**config.mk**
```make
export PLATFORM = sky130hd
export DESIGN_NAME = sub_serial
export DESIGN_NICKNAME = d
export VERILOG_FILES = /design/src/rtl/sub_serial_pkg.sv /design/src/rtl/sub_serial_bitcell.sv /design/src/rtl/sub_serial.sv
export SDC_FILE = /design/constraint.sdc
export NUM_CORES = 1
export LEC_CHECK = 0
export CORE_MARGIN = 2
export CORE_UTILIZATION = 25
export CTS_CLUSTER_DIAMETER = 60
export DETAILED_ROUTE_END_ITERATION = 16
export PLACE_DENSITY = 0.56
export SLEW_MARGIN = 20
export SYNTH_ARGS = -nofsm -noshare
export SYNTH_HDL_FRONTEND = slang
export SYNTH_SLANG_ARGS = --single-unit
```
**constraint.sdc**
```tcl
create_clock -name clk -period 1.6 [get_ports clk]
set_input_delay 0.16 -clock clk [delete_from_list [all_inputs] [get_ports clk]]
set_output_delay 0.16 -clock clk [all_outputs]
set_load 0.01 [all_outputs]
```
**src/rtl/sub_serial_pkg.sv**
```systemverilog
// Shared constants for the bit-serial subtractor (state encoding, default masks).
// Latency: n/a (constants only).
// Backpressure: n/a.
package sub_serial_pkg;

  // FSM state encoding, shared with the serial adder's control flow
  localparam logic [1:0] IDLE  = 2'd0;
  localparam logic [1:0] DELAY = 2'd1;
  localparam logic [1:0] SUB   = 2'd2;
  localparam logic [1:0] DONE  = 2'd3;

  // Default per-bit inversion masks, identical to the serial adder's
  localparam logic [7:0] A_MASK_DEF = 8'h6A;
  localparam logic [7:0] B_MASK_DEF = 8'hB2;

endpackage

```
**src/rtl/sub_serial_bitcell.sv**
```systemverilog
// One-bit full subtractor: diff = s - b - bin, bout = borrow out.
// Latency: purely combinational.
// Backpressure: none.
module sub_serial_bitcell
  import sub_serial_pkg::*;
(
  input  logic s,
  input  logic b,
  input  logic bin,
  output logic diff,
  output logic bout
);

  assign diff = s ^ b ^ bin;
  assign bout = (~s & b) | (~s & bin) | (b & bin);

endmodule

```
**src/rtl/sub_serial.sv**
```systemverilog
// Bit-serial subtractor recovering A = sum - B, LSB first; masks applied when SUB_SERIAL_SCRAMBLE_EN is defined.
// Latency: done/out valid DELAY_CYCLES+WIDTH edges after the IDLE+en edge.
// Backpressure: en starts an op in IDLE and acknowledges in DONE; en is ignored elsewhere.
module sub_serial
  import sub_serial_pkg::*;
#(
  parameter int unsigned      WIDTH        = 8,
  parameter int unsigned      DELAY_CYCLES = 1,
  parameter logic [WIDTH-1:0] A_MASK       = WIDTH'(A_MASK_DEF),
  parameter logic [WIDTH-1:0] B_MASK       = WIDTH'(B_MASK_DEF)
) (
  input  logic             clk,
  input  logic             rst_n,
  input  logic             en,
  input  logic [WIDTH-1:0] sum,
  input  logic [WIDTH-1:0] b,
  output logic [WIDTH-1:0] out,
  output logic             done
);

`ifdef SUB_SERIAL_SCRAMBLE_EN
  localparam bit SCRAMBLE = 1'b1;
`else
  localparam bit SCRAMBLE = 1'b0;
`endif

  // Without scrambling the masks collapse to zero, leaving a plain subtraction
  localparam logic [WIDTH-1:0] A_MASK_EFF = SCRAMBLE ? A_MASK : '0;
  localparam logic [WIDTH-1:0] B_MASK_EFF = SCRAMBLE ? B_MASK : '0;

  localparam int unsigned CW = $clog2(WIDTH);
  localparam int unsigned DW = $clog2(DELAY_CYCLES + 1);

  logic [1:0]       state_q,  state_d;
  logic [WIDTH-1:0] s_q,      s_d;
  logic [WIDTH-1:0] b_q,      b_d;
  logic [WIDTH-1:0] d_q,      d_d;
  logic [WIDTH-1:0] out_q,    out_d;
  logic             borrow_q, borrow_d;
  logic [CW-1:0]    count_q,  count_d;
  logic [DW-1:0]    dly_q,    dly_d;

  logic             diff;
  logic             bout;
  logic [WIDTH-1:0] d_next;

  sub_serial_bitcell u_bitcell (
    .s    (s_q[0]),
    .b    (b_q[0]),
    .bin  (borrow_q),
    .diff (diff),
    .bout (bout)
  );

  // Partial difference after shifting in this cycle's bit at the MSB
  assign d_next = {diff, d_q[WIDTH-1:1]};

  // Next-state and datapath update for IDLE/DELAY/SUB/DONE
  always_comb begin
    state_d  = state_q;
    s_d      = s_q;
    b_d      = b_q;
    d_d      = d_q;
    out_d    = out_q;
    borrow_d = borrow_q;
    count_d  = count_q;
    dly_d    = dly_q;
    case (state_q)
      IDLE: begin
        if (en) begin
          s_d      = sum;
          b_d      = b ^ B_MASK_EFF;
          d_d      = '0;
          borrow_d = 1'b0;
          count_d  = '0;
          dly_d    = '0;
          out_d    = '0;
          state_d  = DELAY;
        end
      end
      DELAY: begin
        dly_d = dly_q + DW'(1);
        if (dly_q == DW'(DELAY_CYCLES - 1)) begin
          state_d = SUB;
        end
      end
      SUB: begin
        borrow_d = bout;
        s_d      = s_q >> 1;
        b_d      = b_q >> 1;
        d_d      = d_next;
        count_d  = count_q + CW'(1);
        // Result appears only on the final bit, so no partial value leaks out
        if (count_q == CW'(WIDTH - 1)) begin
          out_d   = d_next ^ A_MASK_EFF;
          state_d = DONE;
        end
      end
      default: begin
        // DONE: hold the result until en acknowledges it
        if (en) begin
          state_d = IDLE;
        end
      end
    endcase
  end

  // State and datapath registers with asynchronous clear
  always_ff @(posedge clk or negedge rst_n) begin
    if (!rst_n) begin
      state_q  <= IDLE;
      s_q      <= '0;
      b_q      <= '0;
      d_q      <= '0;
      out_q    <= '0;
      borrow_q <= 1'b0;
      count_q  <= '0;
      dly_q    <= '0;
    end else begin
      state_q  <= state_d;
      s_q      <= s_d;
      b_q      <= b_d;
      d_q      <= d_d;
      out_q    <= out_d;
      borrow_q <= borrow_d;
      count_q  <= count_d;
      dly_q    <= dly_d;
    end
  end

  assign out  = out_q;
  assign done = (state_q == DONE);

endmodule

```
==> impl_metrics.tcl <==
set metrics [dict create \
    hold_violations 0 \
    post_drt_wl_per_cell_microns 12.5 \
    pwr-share-seq_pct 31.8 \
    grt_pass1_wl_microns 5910 \
    fillCellCount 672 \
    critical_path.cell_chain "inv_2 -> ha_4 -> buf_12 -> mux2i_4 -> buf_12 -> buf_4 -> a22o_1" \
    chipHeight_microns 87.6 \
    fin_nets 230 \
    endpoint_kind "flop" \
    intPower_mw 3.27 \
    detailed_place_hpwl_microns 2430 \
    cp.arrival_ns 1.77 \
    maxCapViolCount 0 \
    syn_to_final_growth_pct 44.4 \
    slew_headroom_pct 68.3 \
    cts-htree-levels 2 \
    p_leak_nw 1.11 \
    cts_root_buf "clkbuf_8" \
    reg2reg_setup_slack_ns 0.02 \
    crit_fanout 6 \
    rsz0062_at_grt "yes" \
    die_w_microns 87.6 \
    clk_path_buf_depth 2 \
    critPathSlowestCell "dfrtp_2" \
    grt.total_usage_pct 10.1 \
    routed_wl_microns 3750 \
    powerDensity_nw_per_um2 1950 \
    outcome "completed" \
    antenna_found_initial 0 \
    netlist_area_sq_um 1750 \
    pwr-share-comb_pct 47.7 \
    post-route-period-util_pct 98.8 \
    yosysWarnings 0 \
    maxSlewViolCount 0 \
    routabilityCongestion 0.730 \
    cts_tree "built" \
    skew_ns 0.00468 \
    vias 1288 \
    synth.ff_latch_count 38 \
    numCtsBuffers 5 \
    min_path_type "input pin to async pin" \
    swShare_pct 33.6 \
    r2r_end "d_q[3]" \
    drt_iter0_drc 57 \
    syn_inst 158 \
    yosys.cell_types.count 25 \
    start_util_pct 25.7 \
    peakVddDrop_mv 0.801 \
    instances_no_fill 301 \
    drive_gt1_share_pct 20.5 \
    cp-start-kind "flop" \
    r2r-start "state_q[1]" \
    first_pass_iters 4 \
    critical-path-max-stage-delay_ns 0.41 \
    layout_min_cycle_time_ns 1.58 \
    ios 28 \
    fmax_mhz 632 \
    overflow 0 \
    clk_latency_ns 0.29 \
    p_switching_mw 1.66 \
    syn_nets 184 \
    avgSynthCellArea_sq_um 11.1 \
    vias_per_cell 4.28 \
    antenna_left 0 \
    grt_max_degree 40 \
    path_class "flop to flop" \
    coreArea_sq_um 6790 \
    drc_errors 0 \
    grt_pass1_vias 1226 \
    antenna_cells 0 \
    placed_cells 287 \
    tightest_slew_ns 0.475 \
    hold-worst-slack_ns 0.355 \
    num_rows 30 \
    setup_viol 0 \
    cpMostUsedCell "buf_12" \
    yosysSeqAreaShare_pct 54.4 \
    crit_required_ns 1.79 \
    path_clk_slew_ns 0.07 \
    clock_sinks 38 \
    io_buffers 27 \
    reg2reg_depth 7 \
    die_area_sq_um 7680 \
    pwr-share-clk_pct 20.5 \
]
[stage by stage]
step / setup TNS, ns / util, % / setup slack, ns / cell area (sq um) / power (mW)
after floorplan: -0.00198 / - / -0.00198 / 1760 / 2.80
after global placement: 0 / 33.1 / 0.0308 / 2250 / 3.46
after detailed placement: -0.0106 / 33.1 / -0.0106 / 2250 / 3.50
after CTS: 0 / 35.4 / 0.0000813 / 2400 / 4.53
after global routing: -0.368 / 37.1 / -0.0379 / 2520 / 5.31
final: 0 / 37.1 / 0.0187 / 2520 / 4.93
[power by group through the flow]
stage	logic (mW)	registers, mW	clock network [mW]
finish	2.35	1.57	1.01
floorplan	1.28	1.52	0
CTS	1.93	1.56	1.03
detailed placement	1.93	1.57	0
global route	2.62	1.63	1.06
global placement	1.89	1.57	0
[cells in the mapped netlist (all sizes together)]
cell type | count | area, sq um
buf | 6 | 36.3
nand4 | 7 | 43.8
o21ai | 27 | 135
o221ai | 1 | 8.76
a21oi | 1 | 5.00
a211oi | 1 | 7.51
o21ba | 1 | 10.0
mux2 | 3 | 41.3
clkbuf | 2 | 7.51
dfrtp | 38 | 951
nand2 | 21 | 78.8
o21a | 1 | 15.0
inv | 11 | 41.3
ha | 6 | 75.1
fa | 1 | 20.0
a22o | 9 | 78.8
mux2i | 15 | 154
nand2b | 3 | 18.8
nor2b | 1 | 6.26
nor2 | 3 | 13.8
[state kept, by name (all words and copies together) (netlist names)]
| register | count |
|---|---|
| out | 8 |
| state_q | 2 |
| b_q | 8 |
| borrow_q | 1 |
| s_q | 8 |
| d_q | 7 |
| count_q | 3 |
| dly_q | 1 |
[worst max-delay path by stage]
| stage | slack (ns) | end | from |
|---|---|---|---|
| after CTS | 0.00008 | out[6] | state_q[0] |
| after global routing | -0.04 | d_q[5] | state_q[0] |
| after floorplan | -0.002 | out[7] | state_q[0] |
| after detailed placement | -0.01 | state_q[1] | state_q[0] |
| after global placement | 0.03 | out[7] | state_q[0] |
| final | 0.02 | d_q[3] | state_q[1] |
[worst max-delay path: cells and delay by family (launching register included)]
family | cells | cell delay (ns)
adders and majority gates | 1 | 0.18
buffers and inverters | 4 | 0.49
DFF | 1 | 0.41
AOI/OAI and AO/OA | 1 | 0.22
muxes | 1 | 0.18
[layout make-up]
cell class                 count  area (sq um)  share of cell area (%)
clock inverter                 2          60.1                    2.38
inverter                      11          41.3                    1.64
clock buffer                   6          82.6                    3.27
tap                           96           120                    4.76
sequential                    38           952                    37.7
timing repair buffer          47           513                    20.3
multi-input combinational    101           754                    29.9
[logic make-up after synthesis]
family	after synthesis	share of synthesized area, %
adders and majority gates	7	5.44
DFF	38	54.4
AOI/OAI and AO/OA	41	14.9
muxes	18	11.2
and+or+nand+nor	35	9.23
buffers and inverters	19	4.87
[timing repair]
action,in CTS,in global routing
gates resized for setup,1,19
pin swaps,0,4
hold buffers,1,0
setup buffers,0,4
cloned,0,4
setup endpoints to repair,1,38
endpoints found under the hold margin,18,0
[cells in the final DEF (no fill, tap or decap), drive strengths merged, types with 2 or more instances in the layout]
cell / synthesis / routed
nor2: 3 / 3
a22o: 9 / 9
dfrtp: 38 / 38
mux2i: 15 / 15
nand4: 7 / 7
mux2: 3 / 3
bufinv: 0 / 2
o21ai: 27 / 27
nand2b: 3 / 3
clkbuf: 2 / 8
inv: 11 / 11
ha: 6 / 6
buf: 6 / 18
nand2: 21 / 21
clkdlybuf4s50: 0 / 25
[routing by layer]
layer / part of all wire (%) / global-route usage, % / wire length, microns / up-vias
met5: 0 / 0 / 0 / -
met4: 0.93 / 4.20 / 35 / 0
met3: 3.7 / 3.77 / 137 / 5
met2: 45 / 14.1 / 1700 / 22
met1: 50 / 14.1 / 1880 / 616
li1: - / - / - / 645
(Power assumes the default switching activity.)
